==> config.mk <==
export PLATFORM = sky130hd
export DESIGN_NAME = instr_sequencer
export DESIGN_NICKNAME = d
export VERILOG_FILES = /design/src/rtl/instr_sequencer.sv
export SDC_FILE = /design/constraint.sdc
export NUM_CORES = 1
export LEC_CHECK = 0
export BUFFER_PORTS_ARGS = -buffer_cell sky130_fd_sc_hd__buf_4
export CORE_ASPECT_RATIO = 1.5
export CORE_MARGIN = 2
export CORE_UTILIZATION = 50
export CTS_CLUSTER_DIAMETER = 120
export DETAILED_ROUTE_END_ITERATION = 16
export PLACE_DENSITY = 0.68
export SYNTH_ARGS = -nofsm -noshare
export SYNTH_HDL_FRONTEND = slang
export SYNTH_SLANG_ARGS = --single-unit
==> constraint.sdc <==
create_clock -name CLOCK50 -period 5.65 [get_ports CLOCK50]
set_input_delay 0.2825 -clock CLOCK50 [delete_from_list [all_inputs] [get_ports CLOCK50]]
set_output_delay 0.2825 -clock CLOCK50 [all_outputs]
set_load 0.05 [all_outputs]
==> src/rtl/instr_sequencer.sv <==
// Instruction sequencer: stores a short program and plays it back.
// Build with SEQ_LOOP_EN defined to honour loop_mode.
module instr_sequencer #(
  parameter int INSTR_W     = 4,
  parameter int DEPTH       = 8,
  parameter int STEP_CYCLES = 50_000_000,
  parameter int GAP_CYCLES  = 5_000_000
) (
  input  logic                       CLOCK50,
  input  logic                       rst_n,
  input  logic                       save,
  input  logic                       delete,
  input  logic                       execute,
  input  logic                       clear,
  input  logic                       pause,
  input  logic                       loop_mode,
  input  logic [INSTR_W-1:0]         instr_in,
  output logic [INSTR_W-1:0]         instr_out,
  output logic                       active,
  output logic [$clog2(DEPTH)-1:0]   step_idx,
  output logic [$clog2(DEPTH+1)-1:0] count,
  output logic                       full,
  output logic                       empty,
  output logic                       done,
  output logic                       err
);

  localparam int IW   = $clog2(DEPTH);
  localparam int CW   = $clog2(DEPTH + 1);
  localparam int MAX1 = (STEP_CYCLES > GAP_CYCLES)
                      ? STEP_CYCLES : GAP_CYCLES;
  localparam int MAXC = (MAX1 > 2) ? MAX1 : 2;
  localparam int TW   = $clog2(MAXC);

  localparam logic [TW-1:0] S_LAST =
    TW'(STEP_CYCLES - 1);
  localparam logic [TW-1:0] G_LAST =
    TW'((GAP_CYCLES > 0) ? GAP_CYCLES - 1 : 0);
  localparam bit HAS_GAP = (GAP_CYCLES > 0);

  typedef enum logic [1:0] {
    IDLE,
    RUN,
    GAP,
    PAUSE
  } state_t;

  state_t state_q, state_d;
  state_t ret_q, ret_d;

  logic [TW-1:0]      timer_q, timer_d;
  logic [IW-1:0]      step_d;
  logic [CW-1:0]      count_d;
  logic [INSTR_W-1:0] out_d;
  logic               act_d;
  logic               done_d;
  logic               err_d;
  logic               wr_en;
  logic               go_next;
  logic               ld;
  logic               last;
  logic               loop_en;

  logic [INSTR_W-1:0] mem [DEPTH];

`ifdef SEQ_LOOP_EN
  assign loop_en = loop_mode;
`else
  logic unused_loop;
  assign unused_loop = loop_mode;
  assign loop_en     = 1'b0;
`endif

  assign last = (CW'(step_idx) + CW'(1) == count);

  // Program storage; contents beyond count are unreachable.
  always_ff @(posedge CLOCK50) begin
    if (wr_en) begin
      mem[IW'(count)] <= instr_in;
    end
  end

  // Next-state, counters and registered outputs.
  always_comb begin
    state_d = state_q;
    ret_d   = ret_q;
    timer_d = timer_q;
    step_d  = step_idx;
    count_d = count;
    out_d   = instr_out;
    act_d   = active;
    done_d  = 1'b0;
    err_d   = 1'b0;
    wr_en   = 1'b0;
    go_next = 1'b0;
    ld      = 1'b0;

    unique case (state_q)
      IDLE: begin
        if (execute) begin
          if (empty) begin
            err_d = 1'b1;
          end else begin
            state_d = RUN;
            step_d  = '0;
            timer_d = '0;
            act_d   = 1'b1;
            ld      = 1'b1;
          end
        end else if (save && delete) begin
          err_d = 1'b1;
        end else if (save) begin
          if (full) begin
            err_d = 1'b1;
          end else begin
            wr_en   = 1'b1;
            count_d = count + CW'(1);
          end
        end else if (delete) begin
          if (empty) begin
            err_d = 1'b1;
          end else begin
            count_d = count - CW'(1);
          end
        end
      end
      RUN: begin
        if (pause) begin
          ret_d   = RUN;
          state_d = PAUSE;
          act_d   = 1'b0;
          out_d   = '0;
        end else if (timer_q != S_LAST) begin
          timer_d = timer_q + TW'(1);
        end else if (HAS_GAP) begin
          state_d = GAP;
          timer_d = '0;
          act_d   = 1'b0;
          out_d   = '0;
        end else begin
          go_next = 1'b1;
        end
      end
      GAP: begin
        if (pause) begin
          ret_d   = GAP;
          state_d = PAUSE;
        end else if (timer_q != G_LAST) begin
          timer_d = timer_q + TW'(1);
        end else begin
          go_next = 1'b1;
        end
      end
      PAUSE: begin
        if (pause) begin
          state_d = ret_q;
          if (ret_q == RUN) begin
            act_d = 1'b1;
            ld    = 1'b1;
          end
        end
      end
    endcase

    if (go_next) begin
      timer_d = '0;
      if (last && !loop_en) begin
        state_d = IDLE;
        step_d  = '0;
        act_d   = 1'b0;
        out_d   = '0;
        done_d  = 1'b1;
      end else begin
        state_d = RUN;
        step_d  = last ? '0 : step_idx + IW'(1);
        act_d   = 1'b1;
        ld      = 1'b1;
      end
    end

    if (ld) begin
      out_d = mem[step_d];
    end

    if (clear) begin
      state_d = IDLE;
      ret_d   = IDLE;
      timer_d = '0;
      step_d  = '0;
      count_d = '0;
      out_d   = '0;
      act_d   = 1'b0;
      done_d  = 1'b0;
      err_d   = 1'b0;
      wr_en   = 1'b0;
    end
  end

  // State and output registers.
  always_ff @(posedge CLOCK50 or negedge rst_n) begin
    if (!rst_n) begin
      state_q   <= IDLE;
      ret_q     <= IDLE;
      timer_q   <= '0;
      step_idx  <= '0;
      count     <= '0;
      instr_out <= '0;
      active    <= 1'b0;
      done      <= 1'b0;
      err       <= 1'b0;
      full      <= 1'b0;
      empty     <= 1'b1;
    end else begin
      state_q   <= state_d;
      ret_q     <= ret_d;
      timer_q   <= timer_d;
      step_idx  <= step_d;
      count     <= count_d;
      instr_out <= out_d;
      active    <= act_d;
      done      <= done_d;
      err       <= err_d;
      full      <= (count_d == CW'(DEPTH));
      empty     <= (count_d == '0);
    end
  end

endmodule

## Word level (Yosys, flattened, before mapping)

Memories as Yosys holds them, arrays and structs flattened.
Index checks and enable logic that the tools add are counted.

- Word-level logic and storage cells: 129
- Memories kept: 1
- Output and inout bits: 16
- Flip-flop bits (word level): 46
- Bits in writable memories: 32
- Bits of input ports: 12

- Eq/ne operators: 19
- Multiplexer cells: 83
- Reduce and logical (&&, ||, !) cells: 10
- $add $sub $neg: 5

Memories:

| memory | depth | bits a word | read ports | clocked after memory_dff | write ports | line | text |
|---|---|---|---|---|---|---|---|
| mem | 8 | 4 | 1 | 0 | 1 | 64 | `logic [INSTR_W-1:0] mem [DEPTH];` |

Operator list:

| cell | number |
|---|---|
| $mux W26 | 8 |
| $pmux W26 S3 | 1 |
| $mux W4 | 15 |
| $mux W1 | 38 |
| $ne A4 B4 Y1 const B | 8 |
| $add A26 B1 Y26 const B | 1 |
| $ne A26 B23 Y1 const B | 1 |
| $ne A26 B26 Y1 const B | 1 |
| $mux W2 | 11 |
| $mux W3 | 6 |
| $reduce_and A6 Y1 | 2 |
| $reduce_bool A5 Y1 | 2 |
| $pmux W2 S4 | 1 |
| $ne A3 B3 Y1 const B | 2 |
| $ne A5 B5 Y1 const B | 1 |
| $reduce_and A5 Y1 | 1 |
| $add A3 B1 Y4 const B | 1 |
| $add A4 B1 Y4 const B | 1 |
| $eq A2 B1 Y1 const B | 2 |
| $eq A2 B2 Y1 const B | 2 |
| $eq A4 B4 Y1 | 1 |
| $eq A4 B4 Y1 const B | 1 |
| $logic_not A4 Y1 | 1 |
| $pmux W2 S2 | 1 |
| 8 further kinds | 8 |

## Longest topological paths before layout

Gate-level depths: netlist of the first run.

- Depth after elaboration: 9
- Gate-level depth with buffers: 12
- Depth with buffers taken out: 9

## Worst setup path before layout of the first run

OpenSTA, ideal clock, no wires.

- Path type: register -> register
- From: reg count[2]
- To: reg instr_out[0]
- Setup time: 87 ps
- Cell stages (with the launch flop): 11
- Path buffers: 3
- Arrival time: 2,591 ps
- Period minus slack after synthesis: 2,677 ps
- Required time: 5,563 ps
- Setup slack: 2,973 ps
- Cells stage by stage: dfrtp_1 -> buf_2 -> xor3_1 -> nor3_1 -> nor4_2 -> or2_1 -> buf_6 -> buf_12 -> mux2i_1 -> mux2_2 -> o211ai_1

- Cells in the longest elaborated chain, start to end: 6
- Elaborated cells between the ends (all ways): 10
- Classes of those cells: eq/ne (1); mux (8); memory (1)

RTL lines:

| item | line | text |
|---|---|---|
| from (decl) | 21 | `output logic [$clog2(DEPTH+1)-1:0] count,` |
| from (signal assigned) | 218 | `count <= count_d;` |
| $eq A4 B4 Y1 (*) | 74 | `assign last = (CW'(step_idx) + CW'(1) == count);` |
| $mux W3 | 167 | `if (last && !loop_en) begin` |
| $mux W3 | 165 | `if (go_next) begin` |
| $mem_v2 Z8 W4 | - |  |
| $mux W4 (*) | 181 | `if (ld) begin` |
| $mux W4 (*) | 185 | `if (clear) begin` |
| via out_d[0] | 54 | `logic [INSTR_W-1:0] out_d;` |
| to (signal assigned) | 219 | `instr_out <= out_d;` |
| to (decl) | 18 | `output logic [INSTR_W-1:0] instr_out,` |

Mark *: on every way through the listed nets, which the timed path passes. The rest lies on a longest branch.
A chain may end at the register's enable or synchronous reset.

## Worst setup path in the final report of the first run

- From: reg state_q[0]
- To: reg instr_out[3]

- Cells in the longest elaborated chain, start to end: 6
- Elaborated cells between the ends (all ways): 16
- Classes of those cells: eq/ne (3); mux (11); reduce/logical (1); memory (1)

RTL lines:

| item | line | text |
|---|---|---|
| from (decl) | 48 | `state_t state_q, state_d;` |
| from (signal assigned) | 214 | `state_q <= state_d;` |
| $eq A2 B2 Y1, or another cell as far along | 98 | `unique case (state_q)` |
| $mux W1, or another cell as far along | - |  |
| $mux W3, or another cell as far along | 165 |  |
| $mem_v2 Z8 W4, or another cell as far along | - |  |
| $mux W4 (*) | 181 |  |
| $mux W4 (*) | 185 |  |
| via out_d[3] | 54 |  |

Marks and branches as above.

==> metrics, run 1 <==
TritonCTS clock tree=done; Initial Util=approximately 51%; Gate Count Post-Synth=397; RSZ-0062 raised after global routing=false; Post-layout nets=441; Final Wtd Congestion=about 0.87; port bufs=26; outcome=finished clean; die span in y=116.6 µm; most instantiated library cell after synthesis=nor2_1; clock sinks=78; most area-hungry cell type in the Yosys netlist=dfrtp_1; Inserted Diodes=0; Yosys top cell area share=26.65%; Clock Skew=just over 7 ps; Setup Total Neg Slack=0 ps; Clock power frac=39.0%; sequential power share=40.7%; Switching Fraction=29.71%; Final Hold Vio Count=0; minimum clock period=3454 ps; number of synthesized register bits=slightly below 80; CTS Root Cell=clkbuf_16; Synth warnings=0; gr ovfl total=0; Setup Fix Bufs, Post-CTS=0; H-tree depth reported by CTS=3; first-pass GRT wire length=about 15 mm; Post-route DRC=0; CTS resizes=0; hpwl dp=~6.6 mm; vias after detailed routing=3054; worst endpoint required time=5840 ps; crit path launch=state_q[0]; Hold Path Origin=instr_in[2]; I/O pin count=28; total track usage=21.04%; number of enable flip-flop cells after synthesis=32; critical path type=flop to flop; Peak VDD IR=~0.18 mV; start of the worst register-to-register path=state_q[0]; die area=9217 µm²; Routed WL=between 8 and 9 mm; Final Cycle Share=61.14%; Fmax=289.5 MHz; initial antenna violation count=0; Max FO, Critical Path=17; logic gate share of total power=between 20 and 25%; Area growth syn-to-layout=13.27%; Slew @ Worst Pin=1136 ps; area of the multi-input gates=roughly 2000 µm²; Die W=79.06 µm; drt pass-1 iters=4; FILL cells=729; Leak Pwr=1.923 nW; number of routed nets with antenna violations=0; hold crit path type=input pin to flop; Row Count=41; top cells by count, synth=nor2_1 (46), dfrtp_1 (45), edfxtp_1 (32); total power=0.001577 W; Worst-path clk slew=around 60 ps; max-slew violations=0; post-DR wirelength/cell=16.90 µm; CP endpoint kind=flop; vias per cell=approximately 5.8; clock buffer depth=2; Area contributors post-synth=dfrtp_1 (27%), edfxtp_1 (23%), nor2_1 (4.1%); dpl cells=514; max-cap violations=0; share of cells above drive strength 1=between 15 and 20%; Mean Syn Cell Area=10.64 µm²; pin count of the biggest net entering global routing=47; sw power=approximately 0.00047 W; crit path DAT=3650 ps; Distinct cells, synth=67; Mapped Area=4225 µm²; final setup fails=0; Post-synth ARST share=between 50 and 60%; startpoint types=flop; PwrDens=329.6 nW/µm²; FF+latch area=between 2000 and 2500 µm²; main flop type after synthesis=dfrtp_1; Rel. slew slack=between 20% and 30%; Num CTS Buffers=9; vias in the first global route=about 3000; Power Internal=0.001109 W; clk_lat worst skew=about 330 ps; 1st-iter DRT viols=129; Finished Layout Cells=531; sequential area share after synthesis=50.01%; Core ar.=8310 µm²; Synth Net Count=roughly 420
-- sequential cells by signal (all words and copies together), names as in the netlist --
register   flops
active         1
count          4
done           1
empty          1
err            1
full           1
instr_out      4
mem           32
ret_q          2
state_q        2
step_idx       3
timer_q       26
-- area by class of cell --
class | count | share of cell area [%]
clock inverter | 7 | 2.013
tap | 107 | 2.797
clock buffer | 9 | 4.706
multi-input combinational | 289 | 40.78
sequential | 78 | 44.16
timing repair buffer | 29 | 4.601
inverter | 12 | 0.9412
-- per-layer routing --
| layer | share of wire, % | up-vias | global-route usage (%) |
|---|---|---|---|
| met5 | 0 | - | 0 |
| met4 | 2.4 | 0 | 9.425 |
| met3 | 3.4 | 21 | 4.714 |
| met2 | 55 | 56 | 39.27 |
| met1 | 39 | 1474 | 22.45 |
| li1 | - | 1503 | - |
-- cell usage in the layout (no fill, tap or decap), types with 3 or more instances in the layout --
cell type | synthesis | routed
a211oi_1 | 8 | 8
a21oi_1 | 14 | 14
and2_1 | 4 | 4
and3_1 | 5 | 5
buf_4 | 1 | 28
clkbuf_16 | 0 | 9
dfrtp_1 | 45 | 45
edfxtp_1 | 32 | 32
ha_1 | 10 | 10
inv_1 | 12 | 12
mux2_2 | 5 | 5
mux2_4 | 4 | 4
mux2i_1 | 9 | 9
nand2_1 | 31 | 31
nand2b_1 | 7 | 7
nand3_1 | 10 | 10
nand4_1 | 10 | 10
nor2_1 | 46 | 46
nor2b_1 | 8 | 8
nor3_1 | 7 | 7
nor4_1 | 5 | 5
o211ai_1 | 12 | 12
o21a_1 | 4 | 4
o21ai_0 | 27 | 27
o31ai_1 | 3 | 3
xnor2_1 | 4 | 4
xor2_1 | 15 | 15
-- path summary, 6_finish.rpt --
check,endpoint,slack [ps],cells past startpoint
max in group asynchronous,step_idx[1],4740,2
worst min-delay path,mem[0][2],200,1
min in group asynchronous,err,500,2
worst min register to register,instr_out[0],520,2
worst max register to register,instr_out[3],2200,9
worst max-delay path,instr_out[3],2200,9
-- power groups by stage --
stage,logic [W],clock network (W),registers [W]
2_1_floorplan,0.000188,0,0.000691
6_report,0.000321,0.000615,0.000641
3_3_place_gp,0.000316,0,0.000651
3_5_place_dp,0.000321,0,0.000652
4_1_cts,0.000322,0.000628,0.000642
5_1_grt,0.000355,0.000655,0.000644
-- worst max-delay path: stages (launching register included) --
cell and delay, ps:
dfrtp_1 410, inv_1 160, ha_1 400, nor4b_1 280, nand4_1 270, nor4_2 420
or2_1 680, mux2_4 350, o211ai_1 220, o211ai_1 120
-- kinds of logic (layout without fill, tap and decap cells) --
| kind of cell | after synthesis | in the layout | synth area share (%) |
|---|---|---|---|
| buffers and inverters | 30 | 57 | 3.790 |
| DFF | 78 | 78 | 50.01 |
| AOI/OAI and AO/OA | 86 | 86 | 13.83 |
| adders and majority gates | 10 | 10 | 2.961 |
| xor gates and xnor gates | 20 | 20 | 4.501 |
| and+or+nand+nor | 155 | 155 | 20.02 |
| muxes | 18 | 18 | 4.886 |
-- stage by stage --
stage | cell area (µm²) | hold slack [ps] | worst slack, ps | utilization [%]
floorplan | 4225 | -13.09 | 2973 | -
global placement | 4454 | 330.8 | 2279 | 53.60
detailed placement | 4454 | 340.0 | 2171 | 53.60
CTS | 4786 | 182.6 | 2157 | 57.59
global route | 4786 | 194.1 | 1849 | 57.59
finish | 4786 | 196.5 | 2196 | 57.59
-- what timing repair did --
action / CTS / global route
hold endpoints to repair: 45 / 0
hold buffers: 1 / 0
endpoints found under the setup margin: 0 / 0
No activity file was read; power rests on OpenSTA's default activity.
==> run 2, diff against run 1 <==
- PLACE_DENSITY: 0.68 -> 0.7
- clock period: 5.65 -> 3 ns (I/O delays scaled with it)
==> run 2 against run 1 <==
Compared with the run above: critical path depth grew 1; global-route usage grew 1.3 points; clock skew shrank 2.0 ps; setup slack lost 2000 ps; sequential share of layout area shrank 1.6 points; register-to-register slack lost 2000 ps; largest power group is now clock.
==> metrics, run 2 (synthesis gave the netlist of run 1 again) <==
Row Count=41; Slew @ Worst Pin=708.6 ps; commonest non-fill, non-tap cells in the layout=buf_4 (50), nor2_1 (46), dfrtp_1 (45); max-slew violations=0; commonest non-fill, non-tap cell in the layout=buf_4; hpwl dp=a little under 7 mm; Core ar.=8310 µm²; placed cell area=4619 µm²; Max FO, Critical Path=10; sw power=0.0009323 W; clock buffer depth=2; number of routed nets with antenna violations=0; Final Util=59.79%; Power Internal=0.002132 W; Finished Layout Cells=between 500 and 600; Fmax=between 300 and 400 MHz; Leak Pwr=around 2.0 nW; dpl cells=between 500 and 600; initial antenna violation count=0; Clock Skew=5.110 ps; clock sinks=78; total track usage=22.31%; Rel. slew slack=52.32%; CP endpoint kind=flop; minimum clock period=2824 ps; post-DR wirelength/cell=about 17 µm; hold crit path type=input pin to flop; vias after detailed routing=3205; FILL cells=710; die span in y=116.6 µm; pin count of the biggest net entering global routing=47; Switching Fraction=~30%; final setup fails=0; Worst-path clk slew=approximately 60 ps; Finished Cell Area=4969 µm²; die area=9217 µm²; startpoint types=flop; 1st-iter DRT viols=209; sequential power share=39.0%; Post-layout nets=463; worst endpoint required time=3260 ps; outcome=finished clean; Post-route DRC=0; I/O pin count=28; first-pass GRT wire length=15.42 mm; critical path type=flop to flop; Num CTS Buffers=9; crit path DAT=3090 ps; drt pass-1 iters=4; Top Registers=mem (32), timer_q (26); max-cap violations=0; Final Wtd Congestion=0.8417; H-tree depth reported by CTS=3; clk_lat worst skew=about 350 ps; share of cells above drive strength 1=19.73%; vias in the first global route=3162; logic gate share of total power=21.7%; port bufs=26; Inserted Diodes=0; Peak VDD IR=just under 0.5 mV; most flop-heavy register=mem; Area growth syn-to-layout=17.59%; Routed WL=between 9 and 10 mm; RSZ-0062 raised after global routing=false; Clock power frac=39.3%; Final Cycle Share=about 94%; PwrDens=616.7 nW/µm²; Die W=79.06 µm; vias per cell=5.796; Initial Util=50.84%; max reg flops=32; gr ovfl total=0; Setup Total Neg Slack=0 ps; CTS Root Cell=clkbuf_16; TritonCTS clock tree=done; Final Hold Vio Count=0
==> run 2: cell types whose count changed in the layout (fill, tap and decap cells not counted) <==
| cell | delta |
|---|---|
| or2_4 | +1 |
| a2111oi_0 | -1 |
| a211oi_2 | -1 |
| clkinv_4 | -1 |
| buf_4 | +22 |
| or2_1 | -1 |
| a211oi_4 | +1 |
| inv_6 | +2 |
| clkinv_2 | -2 |
| clkinvlp_4 | +1 |
| a2111oi_1 | +1 |
==> run 2: routing by layer <==
layer	track usage, %	vias to the layer above	routed length (µm)
met2	41.36	74	5276
met3	3.787	28	334
li1	-	1549	-
met4	14.02	0	347
met5	0	-	0
met1	23.06	1554	3506
==> run 2: what timing repair did <==
item / in CTS / in global routing
setup buffers: 0 / 0
endpoints found under the setup margin: 0 / 4
hold buffers: 1 / 0
hold endpoints to repair: 45 / 0
resized for setup: 0 / 3
==> run 2: final timing paths <==
path | start | endpoint | slack [ps] | cells past startpoint
max | timer_q[0] | instr_out[0] | 180 | 10
min | instr_in[2] | mem[0][2] | 50 | 1
max reg2reg | timer_q[0] | instr_out[0] | 180 | 10
min reg2reg | timer_q[1] | timer_q[1] | 510 | 2
max in group asynchronous | rst_n | instr_out[0] | 2250 | 2
min in group asynchronous | rst_n | full | 350 | 2
==> run 2: critical path, cell delays in order (launching register included) <==
cell and delay [ps]:
dfrtp_1 380, ha_1 210, and4_1 280, nand4_1 230, buf_4 220, o311a_4 330, or2_4 320, buf_4 200
mux2i_1 130, mux2_2 270, o211ai_1 160
==> run 2: per-stage QoR <==
step / power, W / setup WS (ps) / hold WS (ps)
after floorplan: 0.001655 / 322.6 / -145.6
after global placement: 0.001862 / 180.7 / 193.4
after detailed placement: 0.001874 / 102.6 / 198.8
after CTS: 0.003074 / 59.00 / 45.88
after global routing: 0.003185 / 14.20 / 57.11
final: 0.003064 / 176.2 / 48.19
==> run 2: power groups by stage <==
stage	clock, W	combinational, W	sequential, W
2_1_floorplan	0	0.000353	0.00130
3_5_place_dp	0	0.000659	0.00121
6_report	0.00120	0.000666	0.00119
3_3_place_gp	0	0.000649	0.00121
5_1_grt	0.00126	0.000724	0.00120
4_1_cts	0.00122	0.000663	0.00119
==> run 2: layout make-up <==
type                    instances  area (µm²)  share of cell area, %
well taps                     107       133.9                  2.695
repair buffers                 51       385.4                  7.756
flip-flops and latches         78        2113                  42.53
inverters                      12       45.04                 0.9066
clock inverters                 7       102.6                  2.065
multi-input cells             289        1963                  39.51
clock buffers                   9       225.2                  4.533
==> run 3, diff against run 2 <==
- ABC_AREA: default -> 1
==> run 3 against run 2 <==
Compared with the run above: clock skew grew 0.73 ps; core utilization shrank 2.0 points; sequential share of layout area shrank 0.88 points; via count grew 21%; largest power group is now sequential cells; total power shrank 2.5%; design area grew 2.1%; sequential cell count is the same; area after synthesis grew 6.6%; setup slack gained 310 ps; count of clock-buffer cells in the layout grew 1; critical endpoint is now timer_q[15]; combinational power grew 13%; highest routed layer unchanged.
==> metrics, run 3 <==
outcome=finished clean; Fmax=397.3 MHz; Setup Fix Bufs, Post-CTS=0; first-pass GRT wire length=18.08 mm; Peak VDD IR=0.5336 mV; critical path type=flop to flop; total power=0.002987 W; post-DR wirelength/cell=between 15 and 20 µm; clock sinks=between 70 and 80; Core ar.=8776 µm²; Top Registers=mem (32), timer_q (26); sequential area share after synthesis=46.92%; Synth warnings=0; port bufs=26; pin count of the biggest net entering global routing=47; Clock Skew=about 5.8 ps; Distinct cells, synth=41; Die W=about 81 µm; TritonCTS clock tree=done; Final Util=57.81%; startpoint types=flop; Post-synth ARST share=58.97%; clock buffer depth=2; minimum clock period=2517 ps; Area growth syn-to-layout=12.64%; number of routed nets with antenna violations=0; max reg flops=32; FF+latch area=2113 µm²; PwrDens=588.6 nW/µm²; start of the worst register-to-register path=state_q[0]; reg-to-reg critical path endpoint=timer_q[15]; Finished Layout Cells=approximately 700; vias in the first global route=3917; Num CTS Buffers=9; Final Cycle Share=83.89%; Slew @ Worst Pin=a little under 600 ps; Inserted Diodes=0; H-tree depth reported by CTS=3; max-slew violations=0; most instantiated library cell after synthesis=nand2_1; vias after detailed routing=slightly below 4000; hold crit path type=input pin to flop; clk_lat worst skew=350 ps; Max FO, Critical Path=11; hpwl dp=7.998 mm; die area=9799 µm²; final setup fails=0; Mean Syn Cell Area=8.101 µm²; 1st-iter DRT viols=207; Row Count=42; commonest non-fill, non-tap cells in the layout=nand2_1 (107), nand3_1 (89), inv_1 (67); Mapped Area=4504 µm²; total track usage=24.29%; crit path DAT=2740 ps; initial antenna violation count=0; Leak Pwr=2.180 nW; number of synthesized register bits=78; number of enable flip-flop cells after synthesis=32; FILL cells=roughly 770; Hold Path Origin=instr_in[2]; die span in y=120.2 µm; Critical Path End=timer_q[15]; most area-hungry cell type in the Yosys netlist=dfrtp_1; I/O pin count=28; Synth Net Count=578; drt pass-1 iters=5; dpl cells=687; Post-layout nets=a little over 600; CP endpoint kind=flop; Rel. slew slack=60.16%; Yosys top cell area share=roughly a quarter; main flop type after synthesis=dfrtp_1; crit path launch=state_q[0]; Post-route DRC=0; max-cap violations=0; area of the multi-input gates=2041 µm²; Final Hold Vio Count=0; RSZ-0062 raised after global routing=false; commonest non-fill, non-tap cell in the layout=nand2_1; most flop-heavy register=mem; Area contributors post-synth=dfrtp_1 (25%), edfxtp_1 (21%), nand3_1 (9.9%); Final Wtd Congestion=0.9244; FF-to-FF path depth=10; vias per cell=5.489; Worst-path clk slew=60 ps; Routed WL=10.69 mm; top cells by count, synth=nand2_1 (107), nand3_1 (89), inv_1 (67); gr ovfl total=0; Gate Count Post-Synth=556; share of cells above drive strength 1=13.64%; worst endpoint required time=3220 ps; Initial Util=51.33%; reg2reg setup slack=slightly below 500 ps; Setup Total Neg Slack=0 ps; CTS Root Cell=clkbuf_16
-- run 3: cell count changes after synthesis, sizes merged, moves of 10 or more --
cell,delta
nor3,+10
o211ai,-11
nor2,+29
inv,+62
nand3,+82
nand2,+87
-- run 3: worst min-delay path by stage --
stage | endpoint | slack (ps) | cells past startpoint
floorplan | active | -150 | 0
finish | mem[0][2] | 50 | 1
CTS | mem[6][3] | 50 | 1
global route | mem[6][2] | 50 | 1
global placement | timer_q[2] | 190 | 1
detailed placement | timer_q[0] | 200 | 1
-- run 3: cells by family (layout without fill, tap and decap cells) --
| group | after synthesis | count (layout) | synth area share [%] |
|---|---|---|---|
| AO/OA/AOI/OAI | 53 | 53 | 6.806 |
| XOR/XNOR | 9 | 9 | 1.750 |
| buffers and inverters | 82 | 120 | 7.778 |
| adder cells (fa/ha/maj) | 10 | 10 | 2.778 |
| AND/OR/NAND/NOR | 324 | 324 | 33.97 |
| flip-flops | 78 | 78 | 46.92 |
-- run 3: layout make-up --
type                       instances  share of cell area, %
multi-input combinational        396                  40.22
clock buffer                      10                  4.513
inverter                          74                  5.475
clock inverter                     6                 0.9371
tap                              110                  2.713
timing repair buffer              30                  4.488
sequential                        78                  41.65
-- run 3: per-stage QoR --
| stage | worst slack [ps] | hold WS [ps] | area [µm²] |
|---|---|---|---|
| floorplan | 753.8 | -145.6 | 4504 |
| global placement | 570.3 | 194.0 | 4787 |
| detailed placement | 524.6 | 203.7 | 4787 |
| CTS | 508.8 | 52.16 | 5074 |
| global route | 202.2 | 53.04 | 5074 |
| finish | 483.2 | 54.42 | 5074 |
-- run 3: worst max-delay path: stages, from the launching register on --
cell and delay (ps):
dfrtp_1 430, inv_1 150, ha_1 390, nor2_1 120
nand3_1 110, nand3_2 250, inv_2 280, nand4_1 140
or2_0 260, o21ai_1 190, a22oi_1 90
-- run 3: layer usage --
layer	share of wire, %	global-route usage [%]	routed length (µm)
met1	39	26.91	4193
met3	3.3	5.149	350
met2	54	43.24	5795
met5	0	0	0
met4	3.3	11.12	352
-- run 3: report_power, final --
part           internal, W  switching, W  leakage, nW
Combinational     0.000200      0.000550         1.13
Sequential         0.00117     0.0000459        0.921
Clock             0.000565      0.000456        0.129
-- run 3: what timing repair did --
action | 4_1_cts | 5_1_grt
hold buffers | 1 | 0
gates resized for setup | 0 | 0
hold endpoints to repair | 45 | 0
